$ cat src/rtl/conv2x2_host_driver.sv
// Host-side initiator for the 2x2 convolution accelerator byte-serial port.
// Serialises weights/pixels, waits out the pipeline, then rebuilds the 18-bit sum from two tagged halves.
module conv2x2_host_driver #(
  parameter int unsigned SETTLE_CYCLES = 2,
  parameter int unsigned RESP_DELAY    = 1,
  parameter int unsigned TIMEOUT       = 64
) (
  input  logic        clk,
  input  logic        rst_n,
  input  logic        i_job_valid,
  output logic        o_job_ready,
  input  logic [31:0] i_job_pix,
  input  logic [31:0] i_job_wt,
  input  logic        i_job_load_w,
  output logic        o_res_valid,
  input  logic        i_res_ready,
  output logic [17:0] o_res_data,
  output logic        o_err_timeout,
  output logic [7:0]  o_acc_data,
  output logic        o_acc_rd,
  output logic        o_acc_wt,
  output logic        o_acc_l1,
  input  logic [9:0]  i_rsp_in
);

  localparam int unsigned SETTLE_LEN = SETTLE_CYCLES + RESP_DELAY;
  localparam int unsigned CNT_MAX0   = (TIMEOUT > SETTLE_LEN) ? TIMEOUT : SETTLE_LEN;
  localparam int unsigned CNT_MAX    = (CNT_MAX0 > 4) ? CNT_MAX0 : 4;
  localparam int unsigned CNT_W      = $clog2(CNT_MAX + 1);

  typedef enum logic [2:0] {
    S_IDLE, S_LOAD_W, S_LOAD_L1, S_LOAD_L2, S_SETTLE, S_CAPTURE, S_DONE
  } state_t;

  state_t           r_state;
  logic [CNT_W-1:0] r_cnt;
  logic [31:0]      r_pix;
  logic [31:0]      r_wt;
  logic             r_got_lo;
  logic             r_got_hi;
  logic             r_job_ready;
  logic             r_res_valid;
  logic [17:0]      r_res_data;
  logic             r_err;
  logic [7:0]       r_acc_data;
  logic             r_acc_rd;
  logic             r_acc_wt;
  logic             r_acc_l1;

  logic             w_flag;
  logic [8:0]       w_half;
  logic             w_got_lo;
  logic             w_got_hi;

  assign w_flag   = i_rsp_in[9];
  assign w_half   = i_rsp_in[8:0];
  assign w_got_lo = r_got_lo | ~w_flag;
  assign w_got_hi = r_got_hi | w_flag;

  function automatic logic [7:0] byte_sel(input logic [31:0] v, input logic [1:0] idx);
    case (idx)
      2'd0:    byte_sel = v[7:0];
      2'd1:    byte_sel = v[15:8];
      2'd2:    byte_sel = v[23:16];
      default: byte_sel = v[31:24];
    endcase
  endfunction

  // Outputs are computed for the cycle after each edge; unless a state drives a byte, the HOLD pattern goes out.
  always_ff @(posedge clk or negedge rst_n) begin
    if (!rst_n) begin
      r_state     <= S_IDLE;
      r_cnt       <= '0;
      r_pix       <= '0;
      r_wt        <= '0;
      r_got_lo    <= 1'b0;
      r_got_hi    <= 1'b0;
      r_job_ready <= 1'b0;
      r_res_valid <= 1'b0;
      r_res_data  <= '0;
      r_err       <= 1'b0;
      r_acc_data  <= 8'h00;
      r_acc_rd    <= 1'b1;
      r_acc_wt    <= 1'b0;
      r_acc_l1    <= 1'b0;
    end else begin
      r_acc_data <= 8'h00;
      r_acc_rd   <= 1'b1;
      r_acc_wt   <= 1'b0;
      r_acc_l1   <= 1'b0;
      case (r_state)
        S_IDLE: begin
          if (r_job_ready && i_job_valid) begin
            r_pix       <= i_job_pix;
            r_wt        <= i_job_wt;
            r_job_ready <= 1'b0;
            r_err       <= 1'b0;
            r_res_data  <= '0;
            r_cnt       <= '0;
            r_acc_rd    <= 1'b0;
            if (i_job_load_w) begin
              r_state    <= S_LOAD_W;
              r_acc_wt   <= 1'b1;
              r_acc_data <= i_job_wt[7:0];
            end else begin
              r_state    <= S_LOAD_L1;
              r_acc_l1   <= 1'b1;
              r_acc_data <= i_job_pix[7:0];
            end
          end else begin
            r_job_ready <= 1'b1;
          end
        end
        S_LOAD_W: begin
          r_acc_rd <= 1'b0;
          if (r_cnt == CNT_W'(3)) begin
            r_state    <= S_LOAD_L1;
            r_cnt      <= '0;
            r_acc_l1   <= 1'b1;
            r_acc_data <= r_pix[7:0];
          end else begin
            r_cnt      <= r_cnt + CNT_W'(1);
            r_acc_wt   <= 1'b1;
            r_acc_data <= byte_sel(r_wt, r_cnt[1:0] + 2'd1);
          end
        end
        S_LOAD_L1: begin
          r_acc_rd <= 1'b0;
          if (r_cnt == CNT_W'(1)) begin
            r_state    <= S_LOAD_L2;
            r_cnt      <= '0;
            r_acc_data <= r_pix[23:16];
          end else begin
            r_cnt      <= CNT_W'(1);
            r_acc_l1   <= 1'b1;
            r_acc_data <= r_pix[15:8];
          end
        end
        S_LOAD_L2: begin
          if (r_cnt == CNT_W'(1)) begin
            r_state <= S_SETTLE;
            r_cnt   <= '0;
          end else begin
            r_cnt      <= CNT_W'(1);
            r_acc_rd   <= 1'b0;
            r_acc_data <= r_pix[31:24];
          end
        end
        S_SETTLE: begin
          if (r_cnt == CNT_W'(SETTLE_LEN - 1)) begin
            r_state  <= S_CAPTURE;
            r_cnt    <= '0;
            r_got_lo <= 1'b0;
            r_got_hi <= 1'b0;
          end else begin
            r_cnt <= r_cnt + CNT_W'(1);
          end
        end
        S_CAPTURE: begin
          if (w_flag) r_res_data[17:9] <= w_half;
          else        r_res_data[8:0]  <= w_half;
          r_got_lo <= w_got_lo;
          r_got_hi <= w_got_hi;
          if (w_got_lo && w_got_hi) begin
            r_state     <= S_DONE;
            r_res_valid <= 1'b1;
          end else if (r_cnt == CNT_W'(TIMEOUT - 1)) begin
            r_state     <= S_DONE;
            r_res_valid <= 1'b1;
            r_err       <= 1'b1;
          end else begin
            r_cnt <= r_cnt + CNT_W'(1);
          end
        end
        S_DONE: begin
          if (i_res_ready) begin
            r_res_valid <= 1'b0;
            r_job_ready <= 1'b1;
            r_state     <= S_IDLE;
          end
        end
        default: r_state <= S_IDLE;
      endcase
    end
  end

  assign o_job_ready   = r_job_ready;
  assign o_res_valid   = r_res_valid;
  assign o_res_data    = r_res_data;
  assign o_err_timeout = r_err;
  assign o_acc_data    = r_acc_data;
  assign o_acc_rd      = r_acc_rd;
  assign o_acc_wt      = r_acc_wt;
  assign o_acc_l1      = r_acc_l1;

endmodule

$ cat config.mk
export PLATFORM = sky130hd
export DESIGN_NAME = conv2x2_host_driver
export DESIGN_NICKNAME = d
export VERILOG_FILES = /design/src/rtl/conv2x2_host_driver.sv
export SDC_FILE = /design/constraint.sdc
export NUM_CORES = 1
export LEC_CHECK = 0
export ABC_AREA = 1
export BUFFER_PORTS_ARGS = -buffer_cell sky130_fd_sc_hd__buf_2
export CAP_MARGIN = 10
export CORE_MARGIN = 2
export CORE_UTILIZATION = 55
export CTS_BUF_LIST = sky130_fd_sc_hd__clkbuf_4 sky130_fd_sc_hd__clkbuf_8 sky130_fd_sc_hd__clkbuf_16
export DETAILED_ROUTE_END_ITERATION = 16
export PLACE_DENSITY = 0.8
export SLEW_MARGIN = 25
export SYNTH_ARGS = -nofsm -noshare
export SYNTH_HDL_FRONTEND = slang
export SYNTH_SLANG_ARGS = --single-unit
$ cat constraint.sdc
create_clock -name clk -period 2.3 [get_ports clk]
set_clock_uncertainty 0.1 [all_clocks]
set_input_delay 0.46 -clock clk [delete_from_list [all_inputs] [get_ports clk]]
set_output_delay 0.46 -clock clk [all_outputs]
set_load 0.05 [all_outputs]
==> metrics.md, run 1 <==
| Metric | Value |
|---|---|
| Outcome | completed |
| Placer Congestion | between 0.8 and 0.9 |
| Max Slew Vio Count | 0 |
| Critical-path cell list | inv_1 > ha_1 > nand2_1 > nor2_2 > nor2_1 > nor2_2 > nand2_1 > nand2_1 > nand2_1 |
| # IOs | about 110 |
| Nature of the critical path startpoint | flip-flop |
| First-pass iteration count of the detailed router | 5 |
| Seq/Total Area, Yosys | 0.5030 |
| # DRC | 0 |
| Most common cell in the netlist | nand2_1 |
| Reg clk slew, reported paths | about 0.11 ns |
| Xor/xnor share of the synthesized area | 0.003259 |
| Setup-failing EPs final | 0 |
| Die area | ~11,000 µm² |
| Clk root buf | clkbuf_8 |
| Yosys Warn Count | 0 |
| DRT antenna net count | 0 |
| WHS | ~0.17 ns |
| TritonCTS clock tree | done |
| Critical Path End | r_state[0] |
| CP startpoint | r_cnt[1] |
| FF-to-FF Start | r_cnt[1] |
| Slew HR | 0.6842 |
| Synth Net Count | 759 |
| Area Growth Syn to Fin | 14.69% |
| Flop and latch count out of synthesis | roughly 110 |
| WP depth | 9 |
| Largest net degree at the start of global routing | between 40 and 50 |
| Overall routing resource usage | 0.2532 |
| H-tree depth | 3 |
| Syn Area/Cell | about 8 µm² |
| Sum Neg Setup Slack | 0 ns |
| Antenna diodes | 0 |
| Routed len/inst | between 10 and 15 µm |
| Row cnt | 36 |
| Max incr delay on CP | 0.45 ns |
| Vias in the first global route | 4,396 |
| Core footprint | between 9000 and 10,000 µm² |
| Die span in y | 102.9 µm |
| Longest Clk Path Bufs | 2 |
| RSZ-0062 raised after global routing | false |
| Final core occ | 0.6395 |
| Primary FF master, synth | dfrtp_1 |
| Post-synth EDFFs | 0 |
| Post-synth ARST share | 1.000 |
| Initial core utilization | 0.5576 |
| WP data required | between 2 and 2.5 ns |
| Vias per cell | 5.161 |
| CP top delay family | simple AND/OR/NAND/NOR gates |
| HPWL Detailed | just under 10,000 µm |
| Synth cell types | 32 |
| Placement Setup Slack | approximately 0.31 ns |
| Share of the synthesized area in the top cell type | 0.4981 |
| First-pass GRT wire length | ~21,000 µm |
| WP buf/inv | 1 |
| Grt ovf | 0 |
| Setup ws final | 0.2833 ns |
| Achievable Freq | 0.4959 GHz |
| Worst-skew pair later-pin latency | ~0.38 ns |
| Initial antenna violation count | 0 |
| Area leader, netlist | dfrtp_1 |
| Post-synthesis compound-gate area fraction | 0.09381 |
| Critical Path Fanout Max | 9 |
| Synth Area in Adders | 0.01164 |
| Synth area leaders | dfrtp_1 50%, nand2_1 20%, nand3_1 5.1% |
| Post-placement cell area | slightly below 6000 µm² |
| Cell Pwr Density | ~1300 nW/µm² |
| Crit. End Element | flip-flop |
| Vias after detailed routing | 4,738 |
| Max cap viols | 0 |
| Total power | a little under 8 mW |
| # nets final | roughly 860 |
| Minimum clock period | 2.017 ns |
| CP max stage cell | dfrtp_1 |
| Static Leakage | ~3.4 nW |
| Cells on worst reg2reg path | 9 |
| Postcts setup bufs | 0 |
| Multiplexer share of the synthesized area | 0 |
| CTS Buf Count | 9 |
| Post-synthesis simple-gate area fraction | 0.3031 |
| PostCTS Resize Cnt | 0 |
| Setup CP Type | flip-flop to flip-flop |
| Critical Path Most Common Cell | nand2_1 |
| Drt initial violations | 355 |
| IO buf count | 110 |
| Die W | a little over 100 µm |
| Inst Count DP | about 900 |
| Reg2reg end | r_state[0] |
| Layout cells sized above 1 | 0.2166 |
| # clock sinks | about 110 |
| Mapped cell area | approximately 5400 µm² |
| CP arrival | 2.19 ns |
| Class of the worst hold path | input pin to flip-flop |
| Final cell count without fillers | 918 |
| Design Area, Final | 6165 µm² |
| Final hold viol count | 0 |
| Final WL | roughly 13,000 µm |
| Cells after Synth | approximately 680 |
| Worst R2R Setup Slack | roughly 0.28 ns |
| Actual slew at the worst max-slew pin | between 0.4 and 0.5 ns |
| Final cycle utilization of the critical path | 0.8768 |
| Fill count | 867 |
| Max VDD drop | 777.0 µV |
| Main combinational cell family by area after synthesis | simple AND/OR/NAND/NOR gates |
| Leading cell types by count after synthesis | 285 x nand2_1, 107 x dfrtp_1, 55 x nand3_1 |
-- how the worst min path moves through the flow --
stage	start	end	slack [ns]	cells past startpoint
6_report	i_job_pix[30]	r_pix[30]	0.17	3
5_1_grt	i_job_wt[27]	r_wt[27]	0.18	3
4_1_cts	i_job_pix[30]	r_pix[30]	0.16	3
3_5_place_dp	rst_n	o_res_data[5]	0.30	1
3_3_place_gp	rst_n	o_res_data[5]	0.30	1
2_1_floorplan	rst_n	o_acc_data[0]	0.06	0
-- metal layers --
metal / share of wire / track usage
met1: 0.46 / 0.3701
met2: 0.46 / 0.3917
met3: 0.070 / 0.03932
met4: 0.017 / 0.08097
met5: 0 / 0
-- worst reg2reg max path, cell delays in order (launching register included) --
cell     delay (ns)
dfrtp_1        0.45
inv_1          0.12
ha_1           0.37
nand2_1        0.12
nor2_2         0.21
nor2_1         0.11
nor2_2         0.19
nand2_1        0.12
nand2_1        0.08
nand2_1        0.05
-- kinds of logic (layout without fill, tap and decap cells) --
family	after synthesis	after routing
flops	108	108
simple gates	389	389
buf+inv	86	196
xor+xnor	2	2
fa+ha+maj	5	5
compound gates	85	85
-- flip-flops by register name, indices dropped and copies added, names as in the netlist --
signal,count
o_job_ready,1
o_res_valid,1
r_got_lo,1
r_wt,32
r_got_hi,1
o_res_data,18
r_state,3
r_pix,32
o_acc_wt,1
o_err_timeout,1
o_acc_l1,1
o_acc_data,8
o_acc_rd,1
r_cnt,7
-- placed cells by master, fill, tap and decap left out, types with 11 or more instances in the layout --
cell	n
inv_1	50
nand2_1	285
a21oi_1	18
nand3_1	55
o21ai_0	30
o21ai_1	11
nor2_1	28
dfrtp_1	107
buf_2	109
o211ai_1	16
-- repair_timing --
action	CTS	global route
hold endpoints to repair	26	0
endpoints found under the setup margin	0	0
hold buffers	1	0
-- where the power goes --
| group | leakage, nW | internal (mW) | switching [mW] | total (mW) |
|---|---|---|---|---|
| registers | 1.38 | 2.67 | 0.495 | 3.16 |
| clock network | 0.101 | 0.510 | 0.676 | 1.19 |
| logic | 1.94 | 1.02 | 2.49 | 3.51 |
-- area by class of cell --
| cell class | count | area (µm²) | area share |
|---|---|---|---|
| clock inverter | 7 | 72.57 | 0.01177 |
| timing repair buffer | 121 | 650.6 | 0.1055 |
| multi-input combinational | 481 | 2218 | 0.3599 |
| inverter | 59 | 229.0 | 0.03714 |
| clock buffer | 9 | 123.9 | 0.02009 |
| tap | 133 | 166.4 | 0.02699 |
| sequential | 108 | 2704 | 0.4386 |
No activity file was read; power rests on OpenSTA's default activity.
==> inputs of run 2 (changes only) <==
--- a/config.mk
+++ b/config.mk
@@ -8,6 +8,7 @@
 export ABC_AREA = 1
 export BUFFER_PORTS_ARGS = -buffer_cell sky130_fd_sc_hd__buf_2
 export CAP_MARGIN = 10
+export CORE_ASPECT_RATIO = 0.5
 export CORE_MARGIN = 2
 export CORE_UTILIZATION = 55
 export CTS_BUF_LIST = sky130_fd_sc_hd__clkbuf_4 sky130_fd_sc_hd__clkbuf_8 sky130_fd_sc_hd__clkbuf_16
==> metrics.md, run 2 (synthesized netlist as in run 1, its figures left out) <==
| Metric | Value |
|---|---|
| Clk root buf | clkbuf_16 |
| Setup CP Type | flip-flop to flip-flop |
| Vias in the first global route | between 4,000 and 5,000 |
| Core footprint | ~9500 µm² |
| CP arrival | about 2.2 ns |
| Initial core utilization | 0.5671 |
| Static Leakage | 3.457 nW |
| Most frequent cells in the layout | 285 x nand2_1, 109 x buf_2, 107 x dfrtp_1, 55 x nand3_1, 50 x inv_1 |
| Reg clk slew, reported paths | around 0.070 ns |
| CTS Buf Count | 9 |
| # IOs | approximately 110 |
| WP data required | between 2 and 2.5 ns |
| Sum Neg Setup Slack | 0 ns |
| Design Area, Final | 6264 µm² |
| Cell Pwr Density | around 1300 nW/µm² |
| Fill count | about 800 |
| Worst-skew pair later-pin latency | approximately 0.35 ns |
| Multi-input logic area | 2231 µm² |
| Outcome | completed |
| Routed len/inst | 14.76 µm |
| DRT antenna net count | 0 |
| CP top delay family | simple AND/OR/NAND/NOR gates |
| FF+latch area | about 2700 µm² |
| Leading cell type in the layout, fill and taps excluded | nand2_1 |
| TritonCTS clock tree | done |
| Longest Clk Path Bufs | 2 |
| Grt ovf | 0 |
| Layout cells sized above 1 | 0.2168 |
| Die W | about 140 µm |
| Final WL | between 10,000 and 15,000 µm |
| Vias after detailed routing | between 4,000 and 5,000 |
| Setup ws final | ~0.21 ns |
| Final hold viol count | 0 |
| Max VDD drop | 635.0 µV |
| Minimum clock period | ~2.1 ns |
| Antenna diodes | 0 |
| First-pass GRT wire length | ~22,000 µm |
| Critical Path Fanout Max | 18 |
| Area Growth Syn to Fin | 16.53% |
| # nets final | approximately 860 |
| Max cap viols | 0 |
| Achievable Freq | around 0.48 GHz |
| Final core occ | 0.6609 |
| Postcts setup bufs | 0 |
| Drt initial violations | between 400 and 500 |
| Die span in y | roughly 74 µm |
| Slew HR | 0.6705 |
| Class of the worst hold path | input pin to flip-flop |
| Post-placement cell area | 5966 µm² |
| Row cnt | 25 |
| HPWL Detailed | ~9900 µm |
| Vias per cell | 5.212 |
| Max incr delay on CP | between 0.4 and 0.5 ns |
| # clock sinks | about 110 |
| # DRC | 0 |
| Overall routing resource usage | 0.2690 |
| Max Slew Vio Count | 0 |
| Die area | 10,630 µm² |
| Setup-failing EPs final | 0 |
| Placer Congestion | ~0.90 |
| IO buf count | 110 |
| Initial antenna violation count | 0 |
| Largest net degree at the start of global routing | 44 |
| CP max stage cell | dfrtp_1 |
| First-pass iteration count of the detailed router | 5 |
| Critical-path cell list | inv_1 > ha_1 > nand2_1 > nor2_2 > inv_2 > o211ai_1 > nand3_1 |
| RSZ-0062 raised after global routing | false |
| Crit. End Element | flip-flop |
| Nature of the critical path startpoint | flip-flop |
| Actual slew at the worst max-slew pin | 0.4924 ns |
| Final cycle utilization of the critical path | 0.9094 |
| Placement Setup Slack | about 0.19 ns |
| H-tree depth | 3 |
| WP buf/inv | 2 |
-- run 2: changes by cell type in the layout (fill, tap and decap cells not counted), sizes merged --
cell	delta
buf	-1
clkbuf	+2
bufinv	-1
clkinv	-1
-- run 2: final timing paths --
check	cells past startpoint	slack [ns]	endpoint	startpoint
worst max-delay path	7	0.21	o_acc_data[5]	r_cnt[1]
worst min-delay path	3	0.20	r_pix[17]	i_job_pix[17]
worst max register to register	7	0.21	o_acc_data[5]	r_cnt[1]
worst min register to register	2	0.37	r_wt[7]	r_wt[7]
max in group asynchronous	3	0.99	r_wt[25]	rst_n
min in group asynchronous	2	0.51	o_res_data[2]	rst_n
-- run 2: power breakdown --
part | total (mW) | switching, mW | internal [mW]
clock network | 1.47 | 0.710 | 0.764
logic | 3.53 | 2.50 | 1.02
registers | 3.20 | 0.525 | 2.67
total | 8.20 | 3.74 | 4.46
-- run 2: final cells by class --
| class | instances | area share |
|---|---|---|
| clock buffer | 11 | 0.03835 |
| clock inverter | 5 | 0.005593 |
| inverter | 59 | 0.03656 |
| multi-input combinational | 481 | 0.3562 |
| sequential | 108 | 0.4317 |
| tap | 135 | 0.02697 |
| timing repair buffer | 120 | 0.1047 |
-- run 2: worst register-to-register path, stage by stage, from the launching register on --
cell      delay, ns
dfrtp_1        0.46
inv_1          0.13
ha_1           0.34
nand2_1        0.12
nor2_2         0.27
inv_2          0.20
o211ai_1       0.23
nand3_1        0.12
-- run 2: timing repair --
action,CTS,global route
hold buffers,1,0
setup endpoints to repair,0,3
resized for setup,0,2
endpoints found under the hold margin,32,0
-- run 2: layer usage --
layer  global-route usage  routed length [µm]  vias to the layer above
li1                     -                   -                     2334
met1               0.4039                6679                     2268
met2               0.4016                5804                      178
met3              0.05411                 951                       10
met4              0.07407                 133                        0
met5                    0                   0                        -
-- run 2: per-stage QoR --
step / instances / total power, mW / hold WS (ns)
after CTS: 919 / 8.149 / 0.1984
final: 919 / 8.196 / 0.2018
after floorplan: 675 / 5.827 / 0.06441
after global placement: 902 / 6.553 / 0.3445
after detailed placement: 902 / 6.675 / 0.3528
after global routing: 919 / 8.759 / 0.2029
